$ cat src/rtl/mcs51_int_ctrl_if.sv
// Core-side interrupt handshake between the mcs51 core and mcs51_int_ctrl.
// slave = controller view, master = core view.
interface mcs51_int_ctrl_if;
  logic        sample_en;
  logic        sfr_int_wr;
  logic        reti_pulse;
  logic        int_ack;
  logic        int_req;
  logic [15:0] int_vector;
  logic        int_prio;
  logic [2:0]  int_src;

  modport slave (
    input  sample_en, sfr_int_wr, reti_pulse, int_ack,
    output int_req, int_vector, int_prio, int_src
  );

  modport master (
    output sample_en, sfr_int_wr, reti_pulse, int_ack,
    input  int_req, int_vector, int_prio, int_src
  );
endinterface

$ cat src/rtl/mcs51_int_ctrl.sv
// Sequential mcs51 interrupt scheduler: polls at instruction boundaries, holds a
// latched request until ack, tracks in-service levels. Nesting via MCS51_INT_NEST_EN.
//
// state | meaning
// IDLE  | no request; arbitrate on sample_en unless suppressed
// REQ   | latched request presented to the core, frozen until int_ack
// ACK   | one cycle: flag-clear strobe to the acknowledged source
module mcs51_int_ctrl #(
  parameter int          NUM_SRC  = 5,
  parameter logic [15:0] VEC_BASE = 16'h0003,
  parameter logic [15:0] VEC_STEP = 16'h0008
) (
  input  logic               clk,
  input  logic               reset_n,
  input  logic [NUM_SRC-1:0] src_flag,
  input  logic [NUM_SRC-1:0] src_auto_clr,
  input  logic [NUM_SRC-1:0] ie_en,
  input  logic               ea,
  input  logic [NUM_SRC-1:0] ip,
  mcs51_int_ctrl_if.slave    core,
  output logic [NUM_SRC-1:0] clr_src,
  output logic [1:0]         in_service
);

  typedef enum logic [1:0] {IDLE, REQ, ACK} state_t;

  state_t       state, state_nxt;
  logic         suppress, suppress_nxt;
  logic [2:0]   src_q, src_nxt;
  logic [15:0]  vec_q, vec_nxt;
  logic         prio_q, prio_nxt;
  logic [1:0]   insvc_nxt;

  logic [NUM_SRC-1:0] cand, hi_cand, lo_cand, sel_mask;
  logic               win_prio, win_any, win_ok;
  logic [2:0]         win_idx;

  assign cand = {NUM_SRC{ea}} & ie_en & src_flag;

`ifdef MCS51_INT_NEST_EN
  assign hi_cand = cand & ip;
  assign lo_cand = cand & ~ip;
`else
  logic unused_ip;
  assign unused_ip = ^ip;
  assign hi_cand   = '0;
  assign lo_cand   = cand;
`endif

  // A blocked high candidate must not fall through to a low one.
  assign win_prio = |hi_cand;
  assign sel_mask = win_prio ? hi_cand : lo_cand;
  assign win_any  = |sel_mask;
  assign win_ok   = win_any && (win_prio ? !in_service[1] : (in_service == 2'b00));

  always_comb begin
    win_idx = '0;
    for (int i = NUM_SRC - 1; i >= 0; i--)
      if (sel_mask[i]) win_idx = 3'(i);
  end

  always_comb begin
    state_nxt    = state;
    suppress_nxt = suppress;
    src_nxt      = src_q;
    vec_nxt      = vec_q;
    prio_nxt     = prio_q;
    insvc_nxt    = in_service;

    // RETI clears before an ack in the same cycle sets.
    if (core.reti_pulse) begin
      if (in_service[1])      insvc_nxt[1] = 1'b0;
      else if (in_service[0]) insvc_nxt[0] = 1'b0;
    end

    case (state)
      IDLE: begin
        if (core.sample_en) begin
          if (suppress) begin
            suppress_nxt = 1'b0;
          end else if (win_ok) begin
            src_nxt   = win_idx;
            vec_nxt   = VEC_BASE + 16'(win_idx) * VEC_STEP;
            prio_nxt  = win_prio;
            state_nxt = REQ;
          end
        end
      end
      REQ: begin
        if (core.int_ack) begin
          insvc_nxt[prio_q] = 1'b1;
          state_nxt         = ACK;
        end
      end
      ACK:     state_nxt = IDLE;
      default: state_nxt = IDLE;
    endcase

    if (core.reti_pulse || core.sfr_int_wr) suppress_nxt = 1'b1;
  end

  always_ff @(posedge clk or negedge reset_n) begin
    if (!reset_n) begin
      state      <= IDLE;
      suppress   <= 1'b0;
      src_q      <= '0;
      vec_q      <= '0;
      prio_q     <= 1'b0;
      in_service <= 2'b00;
    end else begin
      state      <= state_nxt;
      suppress   <= suppress_nxt;
      src_q      <= src_nxt;
      vec_q      <= vec_nxt;
      prio_q     <= prio_nxt;
      in_service <= insvc_nxt;
    end
  end

  always_comb begin
    clr_src = '0;
    if (state == ACK) begin
      for (int i = 0; i < NUM_SRC; i++)
        if (src_q == 3'(i)) clr_src[i] = src_auto_clr[i];
    end
  end

  assign core.int_req    = (state == REQ);
  assign core.int_vector = vec_q;
  assign core.int_prio   = prio_q;
  assign core.int_src    = src_q;

endmodule

$ cat src/flat_wrapper.sv
// flat-port wrapper written by rule: the top's interface ports become plain ports
module mcs51_int_ctrl_flat 
#(
  parameter int          NUM_SRC  = 5,
  parameter logic [15:0] VEC_BASE = 16'h0003,
  parameter logic [15:0] VEC_STEP = 16'h0008
)
  (clk, reset_n, src_flag, src_auto_clr, ie_en, ea, ip, clr_src, in_service, core_sample_en, core_sfr_int_wr, core_reti_pulse, core_int_ack, core_int_req, core_int_vector, core_int_prio, core_int_src);
  mcs51_int_ctrl_if core_i ();
  input  logic clk;
  input  logic reset_n;
  input  logic [NUM_SRC-1:0] src_flag;
  input  logic [NUM_SRC-1:0] src_auto_clr;
  input  logic [NUM_SRC-1:0] ie_en;
  input  logic ea;
  input  logic [NUM_SRC-1:0] ip;
  output logic [NUM_SRC-1:0] clr_src;
  output logic [1:0] in_service;
  input wire logic [$bits(core_i.sample_en)-1:0] core_sample_en;
  input wire logic [$bits(core_i.sfr_int_wr)-1:0] core_sfr_int_wr;
  input wire logic [$bits(core_i.reti_pulse)-1:0] core_reti_pulse;
  input wire logic [$bits(core_i.int_ack)-1:0] core_int_ack;
  output wire logic [$bits(core_i.int_req)-1:0] core_int_req;
  output wire logic [$bits(core_i.int_vector)-1:0] core_int_vector;
  output wire logic [$bits(core_i.int_prio)-1:0] core_int_prio;
  output wire logic [$bits(core_i.int_src)-1:0] core_int_src;
  assign core_i.sample_en = core_sample_en;
  assign core_i.sfr_int_wr = core_sfr_int_wr;
  assign core_i.reti_pulse = core_reti_pulse;
  assign core_i.int_ack = core_int_ack;
  assign core_int_req = core_i.int_req;
  assign core_int_vector = core_i.int_vector;
  assign core_int_prio = core_i.int_prio;
  assign core_int_src = core_i.int_src;
  mcs51_int_ctrl #(.NUM_SRC(NUM_SRC), .VEC_BASE(VEC_BASE), .VEC_STEP(VEC_STEP)) u_core (.clk(clk), .reset_n(reset_n), .src_flag(src_flag), .src_auto_clr(src_auto_clr), .ie_en(ie_en), .ea(ea), .ip(ip), .core(core_i), .clr_src(clr_src), .in_service(in_service));
endmodule
$ cat config.mk
export PLATFORM = sky130hd
export DESIGN_NAME = mcs51_int_ctrl_flat
export DESIGN_NICKNAME = d
export VERILOG_FILES = /design/src/rtl/mcs51_int_ctrl_if.sv /design/src/rtl/mcs51_int_ctrl.sv /design/src/flat_wrapper.sv
export SDC_FILE = /design/constraint.sdc
export NUM_CORES = 1
export LEC_CHECK = 0
export ABC_CLOCK_PERIOD_IN_PS = 1490
export BUFFER_PORTS_ARGS = -buffer_cell sky130_fd_sc_hd__buf_4
export CAP_MARGIN = 40
export CORE_MARGIN = 1
export CORE_UTILIZATION = 32
export DETAILED_ROUTE_END_ITERATION = 10
export GPL_TIMING_DRIVEN = 0
export PLACE_DENSITY = 0.74
export SYNTH_ARGS = -nofsm -noshare
export SYNTH_HDL_FRONTEND = slang
export SYNTH_SLANG_ARGS = --single-unit
$ cat constraint.sdc
create_clock -name clk -period 1.49 [get_ports clk]
set_input_delay 0.149 -clock clk [delete_from_list [all_inputs] [get_ports clk]]
set_output_delay 0.149 -clock clk [all_outputs]
set_load 0.02 [all_outputs]
==> results.cfg, run 1 <==
[status]
status = complete, but fails checks
violations = negative setup slack

[clock_tree]
cts.clk_slew.worst_paths_ps = 50
cts_tree = yes
clk_latency_ps = 250
cts-buffers-inserted = 3
clk_path_buf_depth = 2
clock-sinks = 8
cts_max_level = 1
root_buffer = clkbuf_4

[run]
drv_cap = 0

[drt]
drt_iter0_markers = 5
finalWirelength_um = 1350
post-route-drc-count = 0
dr_total_vias = 600
drt_pass1_iterations = 4
wl_per_cell_um = 9.25
postRouteAntennaNets = 0
via_per_inst = 4.11

[placement]
portBuffers = 36
dp_hpwl_um = 1100
post-place-ws_ps = -224
gp_congestion = 0.685
place_area_um2 = 940

[sta]
slew_violations = 0
post-route-period-util_pct = 107
setup_viol = 6
fin_ws_ps = -105
rsz0062_at_grt = true
clock.fmax_mhz = 627
skew_ps = 1.21
hold_viol = 0
final.min_clock_period_ps = 1590

[yosys]
synthCells = 63
async_flop_share_pct = 100
ys_seq_elements = 8
synth_flop_cell = dfrtp_1
yosysSeqAreaShare_pct = 34.1
synth_edf_count = 0
syn_area_per_cell_um2 = 9.31
ys_types = 27
synth_area_um2 = 587
synth_warnings = 0

[global_routing]
grt_max_degree = 9
first_global_vias = 492
grt_first_pass_wirelength_um = 2020
overflow = 0
grt_use_total_pct = 14.3
grt_antenna_before_repair = 0

[die]
dieWidth_um = 44.8
die_h_um = 44.8
die-area_mm2 = 0.00201
start_util_pct = 34.0
std_cell_rows = 15
ioPinCount = 55
core-area_mm2 = 0.00173

[power]
cellPowerDensity_mw_per_mm2 = 772
p_leak_nw = 0.582
vdd_drop_max_v = 0.000511
finalPower_uw = 826

[worst_hold_path]
hp-start = core_int_ack
hold_class = input pin to flop

[critical_path]
cp-start-kind = flop
critPathKind = flop to flop
r2r-start = u_core.state[1]
cp_max_fo = 3
cp-startpoint = u_core.state[1]
critical_path_arrival_ps = 1730
critPathRequiredTime_ps = 1620
end_kind = flop

[finish]
n_fill_cell = 150
final_layout_size_suffix_gt1_share_pct = 61.2
synthToLayoutAreaGrowth_pct = 82.3
diodes = 0
regArea_um2 = 200
nNetsFinal = 150
multi_input_area_um2 = 344
design_area_mm2 = 0.00107
==> per-stage QoR <==
| stage | hold WS [ps] | instances | TNS [ps] | util (%) |
|---|---|---|---|---|
| finish | 79.5 | 146 | -332 | 62.0 |
| global route | 61.2 | 146 | -907 | 62.0 |
| CTS | 70.4 | 145 | -819 | 59.4 |
| detailed placement | -28.2 | 136 | -431 | 54.4 |
| global placement | -30.1 | 136 | -340 | 54.4 |
| floorplan | -147 | 75 | -203 | - |
==> synthesized netlist by cell type, types with 2 or more instances <==
master / instances / share of area [%]
a22o_1: 2 / 3.0
nor2_1: 5 / 3.2
a21oi_1: 2 / 1.7
buf_4: 17 / 22
nand3_1: 2 / 1.7
o21ai_0: 2 / 1.7
inv_1: 2 / 1.3
nand2_1: 4 / 2.6
or2b_1: 2 / 2.6
dfrtp_1: 8 / 34
==> layout by cell type, fill, tap and decap left out, drive strengths merged, types with 3 or more instances in the layout <==
cell and count:
o21ai 3, clkbuf 3, buf 59, nand2 4, dfrtp 8, nor2 5, conb 13
==> cell type report <==
| type | count | area share [%] |
|---|---|---|
| buffer | 17 | 11.9 |
| timing repair buffer | 43 | 31.5 |
| sequential | 8 | 18.7 |
| clock buffer | 3 | 2.11 |
| multi-input combinational | 48 | 32.2 |
| tap | 25 | 2.92 |
| inverter | 2 | 0.702 |
==> worst paths after layout <==
kind | endpoint | slack [ps] | cells after the start
worst min-delay path | u_core.state[0] | 80 | 2
worst min register to register | u_core.core.int_vector[1] | 490 | 1
worst max register to register | u_core.core.int_src[0] | -100 | 4
worst max-delay path | u_core.core.int_src[0] | -100 | 4
min in group asynchronous | u_core.core.int_src[1] | 270 | 2
max in group asynchronous | u_core.core.int_src[2] | 1100 | 2
==> metal layers <==
| layer | wire length (um) | global-route usage, % | part of all wire, % |
|---|---|---|---|
| met1 | 517 | 15.4 | 38 |
| met3 | 164 | 5.60 | 12 |
| met4 | 0 | 5.45 | 0 |
| met2 | 669 | 25.0 | 50 |
| met5 | 0 | 0 | 0 |
==> power breakdown <==
| part | total (mW) | internal (mW) | switching (mW) | leakage, nW |
|---|---|---|---|---|
| Combinational | 0.376 | 0.202 | 0.175 | 0.467 |
| Sequential | 0.291 | 0.246 | 0.0448 | 0.101 |
| Clock | 0.159 | 0.0917 | 0.0674 | 0.0138 |
| Total | 0.826 | 0.539 | 0.287 | 0.582 |
==> logic make-up after synthesis <==
family / count (synthesis) / share of synthesized area (%)
flip-flops: 8 / 34.1
multiplexers: 1 / 2.56
AO/OA/AOI/OAI: 11 / 13.6
buffers and inverters: 19 / 23.0
AND/OR/NAND/NOR: 23 / 26.0
other: 1 / 0.639
==> registers in the layout, summed over array words and instances (netlist names) <==
name / cells
u_core.core.int_src: 3
u_core.core.int_vector: 1
u_core.in_service: 1
u_core.state: 2
u_core.suppress: 1
==> critical path: stages, from the launching register on <==
cell and delay (ps):
dfrtp_1 370, or3b_4 410, nor4b_4 280, o21ai_2 120, mux2_4 300
==> repair_timing <==
action / in CTS / in global routing
pin swaps: 3 / 5
gates resized for setup: 5 / 8
cloned: 0 / 0
setup buffers: 5 / 1
hold buffers: 1 / 0
endpoints found under the setup margin: 7 / 9
endpoints found under the hold margin: 8 / 0
Power figures use the tool's default switching activity.
==> inputs of run 2 (changes only) <==
Settings changed: ABC_AREA set to 1, PLACE_DENSITY 0.74 to 0.73.
==> run 2 against run 1 <==
The run now ends clean. Clock skew rose by 1.3 ps. Combinational power up 19%. Via count increased by 10%. Flip-flop and latch count stayed put. Critical path type is now flop to output pin. Largest cell class unchanged. Largest power group unchanged. Highest routed layer is now met4.
==> results.cfg, run 2 <==
[critical_path]
worst-path-buf-inv = 2
critPathKind = flop to output pin
cp-start-kind = flop
cp.depth = 4
critical_path_arrival_ps = 1220
end_kind = output pin
cp_max_fo = 6
path_cells = inv_1 > nand2_1 > nor3_1 > buf_4
critical-path-top-delay-family = flip-flops
max_stage_delay_ps = 430
critPathRequiredTime_ps = 1340
slowest_stage = dfrtp_1
r2r.worst_path.cells = 6

[drt]
via_per_inst = 4.08
dr_total_vias = 661
wl_per_cell_um = 8.34
drt_pass1_iterations = 4
drt_iter0_markers = 8
finalWirelength_um = 1350
postRouteAntennaNets = 0
post-route-drc-count = 0

[clock_tree]
clk_latency_ps = 260
clk_path_buf_depth = 2
cts.clk_slew.worst_paths_ps = 50
cts_resized = 0
cts_tree = yes
root_buffer = clkbuf_4
clock-sinks = 8
cts-buffers-inserted = 3
cts_max_level = 1

[global_routing]
grt_first_pass_wirelength_um = 1990
grt_util_met1_pct = 14.9
grtUsageMet2_pct = 22.9
overflow = 0
grt_max_degree = 9
top_usage_layer = met2
grt_use_total_pct = 14.0
grt_antenna_before_repair = 0
met3_usage_pct = 5.16
first_global_vias = 528

[finish]
multi_input_area_um2 = 282
nNetsFinal = 166
layout_common_cells = buf_4 (53), nand2_1 (15), conb_1 (13)
largest_register_ffs = 3
n_fill_cell = 186
final_common_cell = buf_4
regArea_um2 = 200
synthToLayoutAreaGrowth_pct = 62.2
final_layout_size_suffix_gt1_share_pct = 43.1
fin_cells = 162
design_area_um2 = 988
diodes = 0

[yosys]
async_flop_share_pct = 100
synth_area_leaders = dfrtp_1 (33%), buf_4 (21%), nand2_1 (9.2%), nand3_1 (7.4%), inv_1 (6.8%)
synth_area_um2 = 609
syn_area_per_cell_um2 = 7.17
yosysSeqAreaShare_pct = 32.9
synth_flop_cell = dfrtp_1
synth_warnings = 0
ys_top_cells_by_count = buf_4 (17), nand2_1 (15), inv_1 (11)
synth_edf_count = 0
synthCells = 85
netlist.top_cell.by_area = dfrtp_1
ys_types = 19
synth_top_area_share_pct = 32.9
ys_seq_elements = 8
yosysMostFrequentCell = buf_4

[sta]
post-route-period-util_pct = 91.8
clock.fmax_mhz = 731
hold_viol = 0
rsz0062_at_grt = false
setup_tns_ps = 0
setup_viol = 0
fin_ws_ps = 122
skew_ps = 2.46
final.min_clock_period_ps = 1370
slew_violations = 0

[die]
die-area_mm2 = 0.00208
core-area_mm2 = 0.00176
std_cell_rows = 15
ioPinCount = 55
start_util_pct = 34.5
die_h_um = 45.6
dieWidth_um = 45.6

[power]
clkPwrFrac_pct = 18.1
p_switching_uw = 344
cellPowerDensity_mw_per_mm2 = 922
p_leak_nw = 0.568
combPwrFrac_pct = 49.1
swShare_pct = 37.7
pwr-share-seq_pct = 32.8
p_int_uw = 568
vdd_drop_max_v = 0.000486

[run]
drv_cap = 0

[placement]
gp_congestion = 0.684
post-place-ws_ps = 321
portBuffers = 36
dp_hpwl_um = 1190
post-place-cells = 158
place_area_um2 = 956

[worst_hold_path]
hold_class = input pin to flop
whs_path_depth = 2

[status]
status = finished, final reports clean
run 2: changes by cell type after synthesis, moves of 2 or more:
| cell | before | now |
|---|---|---|
| or2b_1 | 2 | 0 |
| o21ai_0 | 2 | 0 |
| nor2_1 | 5 | 9 |
| a22o_1 | 2 | 0 |
| nand2_1 | 4 | 15 |
| inv_1 | 2 | 11 |
| nand3_1 | 2 | 9 |
| nand4_1 | 0 | 3 |
| nor3_1 | 0 | 2 |
run 2: cell families after synthesis:
group           count (synthesis)  share of synthesized area [%]
compound gates                  6                           7.19
other cells                     1                          0.615
buf+inv                        29                           28.3
simple gates                   41                           31.0
flops                           8                           32.9
run 2: worst paths after layout:
check	end	from	slack (ps)
min in group asynchronous	u_core.state[1]	reset_n	240
max	clr_src[0]	u_core.core.int_src[1]	120
min reg2reg	u_core.core.int_vector[1]	u_core.core.int_vector[1]	500
max in group asynchronous	u_core.core.int_vector[1]	reset_n	1120
max reg2reg	u_core.core.int_src[1]	u_core.state[0]	320
min	u_core.suppress	core_sfr_int_wr	80
run 2: power by group through the flow:
stage	clock network [mW]	logic, mW	registers [mW]
floorplan	0	0.233	0.339
global placement	0	0.442	0.302
detailed placement	0	0.447	0.303
CTS	0.170	0.450	0.299
global route	0.181	0.486	0.305
finish	0.165	0.447	0.299
run 2: final cells by class:
cell class	instances	share of cell area [%]
multi-input combinational	60	28.5
timing repair buffer	37	28.4
sequential	8	20.3
buffer	17	12.9
inverter	12	4.56
tap	25	3.16
clock buffer	3	2.28
run 2: repair_timing:
action / CTS / global route
setup buffers: 0 / 0
hold buffers: 1 / 0
hold endpoints to repair: 8 / 0
run 2: layer usage:
layer	vias to the layer above	share of wire (%)
met2	42	48
met3	3	13
met4	0	2.0
met1	270	38
li1	346	-
met5	-	0
run 2: stage by stage:
step                hold WS, ps  power (mW)  utilization [%]
floorplan                  -147       0.572                -
global placement          -29.7       0.743             54.2
detailed placement        -28.4       0.750             54.2
CTS                        85.0       0.919             56.0
global route               80.5       0.972             56.0
finish                     84.0       0.911             56.0
